`src/rtl/microsequencer.sv`:
```
// Microcode sequencer: owns the T-state counter, forms the microcode ROM
// address from {opcode, tstate}, gates the ROM word to the control decoder,
// latches ALU flags on EO steps and resolves conditional jumps into a
// PC-load strobe. Handles wait stalls and halting at instruction boundaries.
module microsequencer #(
  parameter int OPW = 8,
  parameter int TW  = 3
) (
  input  logic               clk,
  input  logic               reset,
  input  logic [OPW-1:0]     opcode,
  output logic [OPW+TW-1:0]  rom_addr,
  input  logic [15:0]        rom_data,
  output logic [15:0]        uinstr,
  input  logic               alu_c,
  input  logic               alu_z,
  input  logic               alu_n,
  input  logic               wait_req,
  input  logic               halt_req,
  output logic               jump_taken,
  output logic [TW-1:0]      tstate,
  output logic               halted,
  output logic               ustep_overflow
);

  typedef enum logic [1:0] {
    S_BOOT = 2'd0,
    S_RUN  = 2'd1,
    S_HALT = 2'd2
  } state_t;

  state_t          r_state;
  state_t          w_state_next;
  logic [TW-1:0]   r_tstate;
  logic            r_flag_c;
  logic            r_flag_z;
  logic            r_flag_n;
  logic            r_ovf;

  logic            w_exec;
  logic            w_halted;
  logic            w_eo;
  logic            w_rt;
  logic            w_tmax;
  logic            w_jc;
  logic            w_jz;
  logic            w_jgt;
  logic            w_jlt;

  // Microword field decode; RT is only meaningful on non-EO words.
  assign w_eo   = rom_data[15];
  assign w_rt   = rom_data[11] & ~rom_data[15];
  assign w_jc   = rom_data[5];
  assign w_jz   = rom_data[4];
  assign w_jgt  = rom_data[3];
  assign w_jlt  = rom_data[2];
  assign w_tmax = &r_tstate;

  // State register; reset lands in BOOT so the first cycle is a NOP.
  always_ff @(posedge clk or posedge reset) begin
    if (reset) begin
      r_state <= S_BOOT;
    end else begin
      r_state <= w_state_next;
    end
  end

  // Next-state logic plus the execute/halted qualifiers for this cycle.
  always_comb begin
    w_state_next = r_state;
    w_exec       = 1'b0;
    w_halted     = 1'b0;
    case (r_state)
      S_BOOT: begin
        w_state_next = S_RUN;
      end
      S_RUN: begin
        // A pending wait blocks both the step and any halt it would trigger.
        w_exec = ~wait_req;
        if (~wait_req && w_rt && halt_req) begin
          w_state_next = S_HALT;
        end
      end
      S_HALT: begin
        w_halted = 1'b1;
        if (!halt_req) begin
          w_state_next = S_RUN;
        end
      end
      default: begin
        w_state_next = S_BOOT;
      end
    endcase
  end

  // T-state counter, latched ALU flags and sticky overflow error.
  always_ff @(posedge clk or posedge reset) begin
    if (reset) begin
      r_tstate <= '0;
      r_flag_c <= 1'b0;
      r_flag_z <= 1'b0;
      r_flag_n <= 1'b0;
      r_ovf    <= 1'b0;
    end else if (r_state == S_HALT) begin
      r_tstate <= '0;
    end else if (w_exec) begin
      if (w_eo) begin
        r_flag_c <= alu_c;
        r_flag_z <= alu_z;
        r_flag_n <= alu_n;
      end
      if (w_rt) begin
        r_tstate <= '0;
      end else if (w_tmax) begin
        // Ran off the end of the step space: wrap like an RT, but flag it
        // and never honour a halt request here.
        r_tstate <= '0;
        r_ovf    <= 1'b1;
      end else begin
        r_tstate <= r_tstate + 1'b1;
      end
    end
  end

  // Combinational outputs; jumps test only the latched flags.
  always_comb begin
    rom_addr       = {opcode, r_tstate};
    uinstr         = w_exec ? rom_data : 16'h0000;
    jump_taken     = w_exec & ((w_jc  & r_flag_c) |
                               (w_jz  & r_flag_z) |
                               (w_jgt & ~r_flag_z & ~r_flag_n) |
                               (w_jlt & r_flag_n));
    tstate         = r_tstate;
    halted         = w_halted;
    ustep_overflow = r_ovf;
  end

endmodule

```
`config.mk`:
```
export PLATFORM = sky130hd
export DESIGN_NAME = microsequencer
export DESIGN_NICKNAME = d
export VERILOG_FILES = /design/src/rtl/microsequencer.sv
export SDC_FILE = /design/constraint.sdc
export NUM_CORES = 1
export LEC_CHECK = 0
export BUFFER_PORTS_ARGS = -buffer_cell sky130_fd_sc_hd__buf_2
export CORE_ASPECT_RATIO = 0.8
export CORE_MARGIN = 10
export CORE_UTILIZATION = 35
export CTS_CLUSTER_DIAMETER = 100
export DETAILED_ROUTE_END_ITERATION = 16
export GPL_TIMING_DRIVEN = 0
export PLACE_DENSITY = 0.79
export SYNTH_ARGS = -nofsm -noshare
export SYNTH_HDL_FRONTEND = slang
export SYNTH_SLANG_ARGS = --single-unit
```
`constraint.sdc`:
```
create_clock -name clk -period 1.8 [get_ports clk]
set_input_delay 0.27 -clock clk [delete_from_list [all_inputs] [get_ports clk]]
set_output_delay 0.27 -clock clk [all_outputs]
set_load 0.01 [all_outputs]
```
==> metrics list, run 1 <==
* Net switching power figure: slightly below 0.3 mW
- Pin count of the biggest net entering global routing: 11
- Worst rel slew slack: between 70% and 80%
- Area of the die: 3960 sq um
- Summed over its instances, the top area cell type makes up between 30% and 40% of the synthesized netlist area.
* Post-synthesis cell area: approximately 640 sq um
- CTS tree: done
* Antenna Cells: 0
- Core area: 1680 sq um
* Peak clock frequency supported by timing: 0.595 GHz
- Routability cong.: 0.676
* Unique cell type count in the Yosys netlist: 22
* Clock network latency to the later pin of the worst-skew pair: 0.26 ns
* Number of endpoints with negative hold slack in the final report: 0
* Bufs on Longest Clock Path: 2
- GRT Resource Usage Total: about a tenth
* Most area-consuming cells after synthesis: sky130_fd_sc_hd__dfrtp_1 (35%), sky130_fd_sc_hd__and2_1 (15%), sky130_fd_sc_hd__buf_4 (13%)
* TNS Setup: 0 ns
- Tcrit/Tclk final: 93.4%
- Area added between synthesis and finish: 56.0%
- The library cell used most frequently in the layout, excluding fill and tap cells, is sky130_fd_sc_hd__buf_2.
- Routed length per instance: ~14 um
* Worst clock skew: just over 0.004 ns
- In this run the worst path has a maximum fanout of 4.
* Internal cell power: 0.551 mW
* Nature of the critical path startpoint: flop
- Post-DP HPWL: about 1800 um
- Clk sink count: 9
- The startpoint identified for the worst register-to-register timing path is r_state[1]$_DFFE_PP0P_.
- The tree is rooted in a sky130_fd_sc_hd__clkbuf_4.
- Total grt overflow: 0
- For this run, global-route usage on met3 was measured as 6.05%.
- Number of nets in the finished design: 164
* Final Cell Area: between 1000 and 1500 sq um
* EDFF count, synth: 0
- In this run, the combinational gates consume between 40 and 50% of the power.
- The number of nets handed over by synthesis was ~100.
- The worst hold path was traced through 2 stages.
* Timing startpoint of the critical path: r_state[1]$_DFFE_PP0P_
- Net switching is 34.7% of the power.
- Hold Slack: ~0.24 ns
- Initial DRC count: 5
* Number of detailed-route iterations in the first pass: 4
* Start point of the worst min-delay path: alu_z
- Setup repair after global routing left no endpoint under its margin.
- Share of flip-flops with an asynchronous set or reset: between 90% and 100%
- Grt met2 use: 18.2%
- Number of vias after detailed routing: 648
- In the synthesized netlist, the number of instances is between 60 and 70.
- The routed design has ~2100 um of wire.
- Synth Warn #: 0
- Number of vias per cell after detailed routing: around 4.3
- The post-route netlist has 60.0% of its cells at a drive strength greater than 1.
- At the worst endpoint, the required time is around 1.5 ns.
- CTS built an H-tree with a depth of 1.
- The clock network is responsible for approximately a fifth of the overall power.
- In this run the horizontal extent of the chip is about 68 um.
* Worst path max stage delay: 0.42 ns
- After detailed routing, the number of remaining DRC violations is 0.
- Initial antenna violation count: 0
* Worst min-delay path class: in -> reg
* IO buf count: 55
- Measured in cells, the most critical reg-to-reg path has a length of 4.
* Top flip-flop cell by instance count after synthesis: sky130_fd_sc_hd__dfrtp_1
- Among all stages on the critical path, the largest delay is contributed by sky130_fd_sc_hd__dfrtp_1.
- In this run, CTS created clock tree buffers numbering 3.
* Leakage power total: slightly above 0.6 nW
- Traced cell by cell, the critical path runs through nor3b_4, buf_4, a21boi_0, buf_2.
- Highest-count cells in the layout ignoring fill and taps: sky130_fd_sc_hd__buf_2 (55), sky130_fd_sc_hd__buf_4 (15), sky130_fd_sc_hd__and2_1 (15)
- Busiest grt layer: met2
- The first global-routing pass estimated roughly 3200 um of wire.
- Subtracting the final worst setup slack from the clock period gives about 1.7 ns.
- Vias in the first global route: 678
- Transition at the pin with the smallest max-transition slack: roughly 0.35 ns
- GRT met1 Usage: between 10% and 20%
* Portion of the post-synthesis area used by sequential elements: a little over a third
- Across the run, the number of max-cap violations was 0.
* Final Slew Violations: 0
- Total of flip-flops plus latches after synthesis: 9
- In this run the mean area of a mapped cell was approximately 9.5 sq um.
- The worst setup path is captured at an output port.
* PwrDens: between 800 and 900 nW/um^2
- After clock tree synthesis, the clock-pin slew on the worst setup and hold paths is ~0.060 ns.
- Across the VDD grid, the largest voltage drop is 0.000589 V.
* Placement Cell Area: 946 sq um
* Post-DRT Antenna Nets: 0
- For the worst setup path, the data arrival time is around 1.4 ns.
- Finish-stage setup viols: 0
* Die span in y: 58.3 um
- Pin placement for this block handled 64 I/O pins.
- The worst setup path is of the reg -> out kind.
* Sequential group share of total power: 36.2%
* Yosys top cell by area: sky130_fd_sc_hd__dfrtp_1
- Initial core utilization: approximately two fifths
- In this run the core area contains 13 standard-cell rows.
* Run status: finished clean
kinds of logic (layout without fill, tap and decap cells):
family | count (synthesis) | count (layout) | synth area share (%)
DFF | 9 | 9 | 35.0
adders and majority gates | 2 | 2 | 3.89
and+or+nand+nor | 29 | 29 | 27.8
buffers and inverters | 16 | 78 | 16.0
AOI/OAI and AO/OA | 9 | 9 | 10.3
muxes | 3 | 3 | 7.00
sequential cells by signal, summed over array words and instances, names as in the netlist:
register	cells
r_state	2
r_flag_n	1
ustep_overflow	1
r_flag_z	1
r_flag_c	1
tstate	3
critical path, delay by kind of cell, from the launching register on:
kind                   cells  cell delay, ns
and+or+nand+nor            1            0.27
DFF                        1            0.42
buffers and inverters      2            0.31
AOI/OAI and AO/OA          1            0.15
cell usage after synthesis, types with 2 or more instances:
master / count
sky130_fd_sc_hd__dfrtp_1: 9
sky130_fd_sc_hd__ha_1: 2
sky130_fd_sc_hd__and2_1: 15
sky130_fd_sc_hd__o21ai_1: 2
sky130_fd_sc_hd__nand2_1: 5
sky130_fd_sc_hd__mux2_4: 3
sky130_fd_sc_hd__nand2b_1: 2
sky130_fd_sc_hd__inv_1: 3
sky130_fd_sc_hd__nand3_1: 2
sky130_fd_sc_hd__nand3b_1: 2
sky130_fd_sc_hd__a21boi_0: 2
sky130_fd_sc_hd__buf_4: 11
worst paths after layout:
path,endpoint,slack (ns)
setup / recovery,jump_taken,0.12
hold / removal,r_flag_z$_DFFE_PP0P_,0.24
setup reg to reg,r_flag_n$_DFFE_PP0P_,0.41
hold reg to reg,ustep_overflow$_DFFE_PP0P_,0.48
max in group asynchronous,r_state[0]$_DFFE_PP0P_,1.03
min in group asynchronous,ustep_overflow$_DFFE_PP0P_,0.51
stage by stage:
| step | setup slack, ns | power [mW] | util (%) | cells |
|---|---|---|---|---|
| 2_1_floorplan | 0.434 | 0.528 | - | 68 |
| 3_3_place_gp | 0.211 | 0.679 | 56.5 | 145 |
| 3_5_place_dp | 0.177 | 0.688 | 56.5 | 145 |
| 4_1_cts | 0.0776 | 0.857 | 59.6 | 152 |
| 5_1_grt | 0.0198 | 0.911 | 59.9 | 152 |
| 6_report | 0.119 | 0.845 | 59.9 | 152 |
layout make-up:
class	count	area [sq um]
buffer	13	97.6
clock buffer	4	26.3
fill	151	672
inverter	3	11.3
multi-input combinational	43	315
sequential	9	225
tap	22	27.5
timing repair buffer	58	300
timing repair:
action	in CTS	in global routing
hold buffers	1	0
setup endpoints to repair	15	7
endpoints found under the hold margin	9	0
pin swaps	1	0
resized for setup	1	4
setup buffers	2	0
power groups by stage:
stage | sequential [mW] | clock [mW] | combinational [mW]
2_1_floorplan | 0.320 | 0 | 0.208
3_3_place_gp | 0.307 | 0 | 0.372
3_5_place_dp | 0.309 | 0 | 0.379
4_1_cts | 0.306 | 0.164 | 0.388
5_1_grt | 0.314 | 0.178 | 0.419
6_report | 0.305 | 0.159 | 0.380
per-layer routing:
layer / vias up / routed length, um
met2: 26 / 1090
met3: 0 / 227
met5: - / 0
li1: 341 / -
met4: 0 / 0
met1: 281 / 828
(Power assumes the default switching activity.)
==> inputs of run 2 (changes only) <==
Settings changed: BUFFER_PORTS_ARGS -buffer_cell sky130_fd_sc_hd__buf_2 to default, CORE_AREA from default to 10 10 47 49, CORE_ASPECT_RATIO 0.8 to default, CORE_MARGIN 10 to default, CORE_UTILIZATION 35 to default, DIE_AREA from default to 0 0 57 59, DONT_BUFFER_PORTS from default to 1, PLACE_DENSITY 0.79 to default.
==> run 2 against run 1 <==
Net effect: cell area shrank 29%; clock power shrank 5%; register-to-register slack gained 0.02 ns; sequential cell count is the same; worst setup slack gained 0.026 ns; count of clock-buffer cells in the layout is the same; largest cell class is now multi-input combinational cells.
==> metrics list, run 2 (synthesized netlist as in run 1, its figures left out) <==
- Data required time at the worst endpoint: 1.53 ns (about the same)
* Clock slew seen by the registers of the worst setup and hold paths: 0.06 ns (about the same)
* Area added between synthesis and finish: 10.1% (was 56.0%)
- Initial antenna violation count: 0 (unchanged)
- Unrepaired setup endpoints after global routing: false (unchanged)
- Routability cong.: 0.678 (was 0.676)
- The type of origin of the critical path is a flop (unchanged).
- The hold violation total from the final report is 0 (unchanged).
- Pin count of the biggest net entering global routing: 11 (unchanged)
* Die Span X: 57 um (was 67.9 um)
* Clock root buffer master: sky130_fd_sc_hd__clkbuf_4 (unchanged)
* TNS Setup: 0 ns (unchanged)
* Post-DRT Antenna Nets: 0 (unchanged)
* IR Drop Worst-Case VDD: 0.000547 V (was 0.000589 V)
- Maxcap violations: 0 (unchanged)
* Worst rel slew slack: 72.9% (was 76.4%)
* # DRC: 0 (unchanged)
- PwrDens: 1020 nW/um^2 (was 842 nW/um^2)
- Leading cell type in the layout, fill and taps excluded: sky130_fd_sc_hd__and2_1 (was sky130_fd_sc_hd__buf_2)
- The endpoint kind of the worst setup timing path was an output port (unchanged).
- The area of all placed cells without fillers was 708 sq um (was 1000 sq um).
- Flip-flop count of the largest register after layout: 3 (unchanged)
- Number of buffers inserted during clock tree synthesis: 3 (unchanged)
* Number of nets in the finished design: 108 (was 164)
- The maximum fanout along the worst path was 10 (was 4).
- The actual transition at the worst max-transition pin was 0.402 ns (was 0.354 ns).
- The total of buffers placed on input and output ports is 0 (was 55).
- The wire length of the first global-routing pass came to 2570 um (was 3160 um).
- Vias in the first global route: 524 (was 678)
* Worst clock skew: 0.00177 ns (was 0.00406 ns)
- The class of the tightest hold or removal check was in -> reg (unchanged).
* Tcrit/Tclk final: 92.0% (was 93.4%)
- Initial DRC count: 9 (was 5)
- Total grt overflow: 0 (unchanged)
* PnR worst setup slack: 0.144 ns (was 0.119 ns)
- The area of the die is 3360 sq um (was 3960 sq um).
* CTS tree: done (unchanged)
- The number of vias per cell was 5.46 (was 4.26).
- The core area is 1400 sq um (was 1680 sq um).
- Routed wire length: 1720 um (was 2140 um)
- Finish-stage setup viols: 0 (unchanged)
* Clock network latency to the later pin of the worst-skew pair: 0.25 ns (was 0.26 ns)
- Run status: finished clean (unchanged)
- The initial core utilization is 45.9% (was 38.4%).
- Die span in y: 59 um (was 58.3 um)
- Peak clock frequency supported by timing: 0.604 GHz (was 0.595 GHz)
* Number of placed I/O pins: 64 (unchanged)
* Power Total: 0.720 mW (was 0.845 mW)
- The critical path class is reg -> out (unchanged).
- Leakage power total: 0.357 nW (was 0.603 nW)
* H-tree depth reported by CTS: 1 (unchanged)
* GRT Resource Usage Total: 9.33% (was 10.1%)
- Site Rows: 14 (was 13)
- Highest-count cells in the layout ignoring fill and taps: sky130_fd_sc_hd__and2_1 (15), sky130_fd_sc_hd__buf_4 (12), sky130_fd_sc_hd__dfrtp_1 (9) (was sky130_fd_sc_hd__buf_2 (55), sky130_fd_sc_hd__buf_4 (15), sky130_fd_sc_hd__and2_1 (15)).
* Final Slew Violations: 0 (unchanged)
- Clk sink count: 9 (unchanged)
- The arrival time reported for the critical path endpoint was 1.39 ns (was 1.41 ns).
- Fraction of final layout cells with drive strength greater than 1: 29.7% (was 60.0%)
- Bufs on Longest Clock Path: 2 (unchanged)
- The routed via count was 491 (was 648).
* Routed length per instance: 19.1 um (was 14.1 um)
- Placement Cell Area: 663 sq um (was 946 sq um)
- The minimum clock period was 1.66 ns (was 1.68 ns).
- The antenna diode count came to 0 (unchanged).
* Minimum setup slack after placement: 0.242 ns (was 0.177 ns)
- The detailed-routing iteration count for the pre-antenna-repair pass was 4 (unchanged).
==> run 2: cell count changes in the layout (fill, tap and decap cells not counted) <==
cell / change
sky130_fd_sc_hd__buf_4: -3
sky130_fd_sc_hd__clkbuf_2: +1
sky130_fd_sc_hd__buf_2: -54
==> run 2: final cells by class <==
cell class / count / area (sq um)
buffer: 13 / 92.6
clock buffer: 4 / 26.3
fill: 146 / 693
inverter: 3 / 11.3
multi-input combinational: 43 / 315
sequential: 9 / 225
tap: 16 / 20.0
timing repair buffer: 2 / 17.5
==> run 2: repair_timing <==
action	in CTS	in global routing
pin swaps	1	0
endpoints found under the hold margin	9	0
gates resized for setup	0	2
hold buffers	1	0
setup buffers	1	0
endpoints found under the setup margin	10	10
==> run 2: worst max-delay path, stage by stage (launching register included) <==
cell                      delay, ns
sky130_fd_sc_hd__dfrtp_1       0.41
sky130_fd_sc_hd__nor3b_4       0.27
sky130_fd_sc_hd__buf_2         0.25
sky130_fd_sc_hd__and2_1        0.21
==> run 2: worst paths after layout <==
path / start / slack [ns] / cells past startpoint / to
max in group asynchronous: reset / 1.13 / 2 / ustep_overflow$_DFFE_PP0P_
worst max-delay path: r_state[1]$_DFFE_PP0P_ / 0.14 / 3 / uinstr[14]
min in group asynchronous: reset / 0.42 / 2 / tstate[2]$_DFFE_PP0P_
worst max register to register: r_state[1]$_DFFE_PP0P_ / 0.43 / 4 / r_flag_c$_DFFE_PP0P_
worst min-delay path: halt_req / 0.16 / 1 / r_state[1]$_DFFE_PP0P_
worst min register to register: r_flag_c$_DFFE_PP0P_ / 0.52 / 1 / r_flag_c$_DFFE_PP0P_
==> run 2: layer usage <==
layer | share of wire (%) | vias up | routed length (um) | global-route usage, %
met3 | 19 | 2 | 326 | 8.15
met4 | 0.52 | 0 | 9 | 3.02
met5 | 0 | - | 0 | 0
li1 | - | 226 | - | -
met2 | 46 | 37 | 798 | 14.1
met1 | 34 | 226 | 584 | 9.24
==> run 2: report_power, final <==
part | total, mW | internal (mW) | switching (mW)
sequential | 0.333 | 0.255 | 0.0778
combinational | 0.236 | 0.125 | 0.111
clock | 0.151 | 0.0851 | 0.0658
==> run 2: through the flow <==
stage          hold WS (ns)  util [%]  instances
6_report              0.160      50.5         90
5_1_grt               0.151      50.5         90
4_1_cts               0.154      50.4         90
3_5_place_dp          0.147      47.3         84
3_3_place_gp          0.149      47.3         84
2_1_floorplan        0.0979         -         68
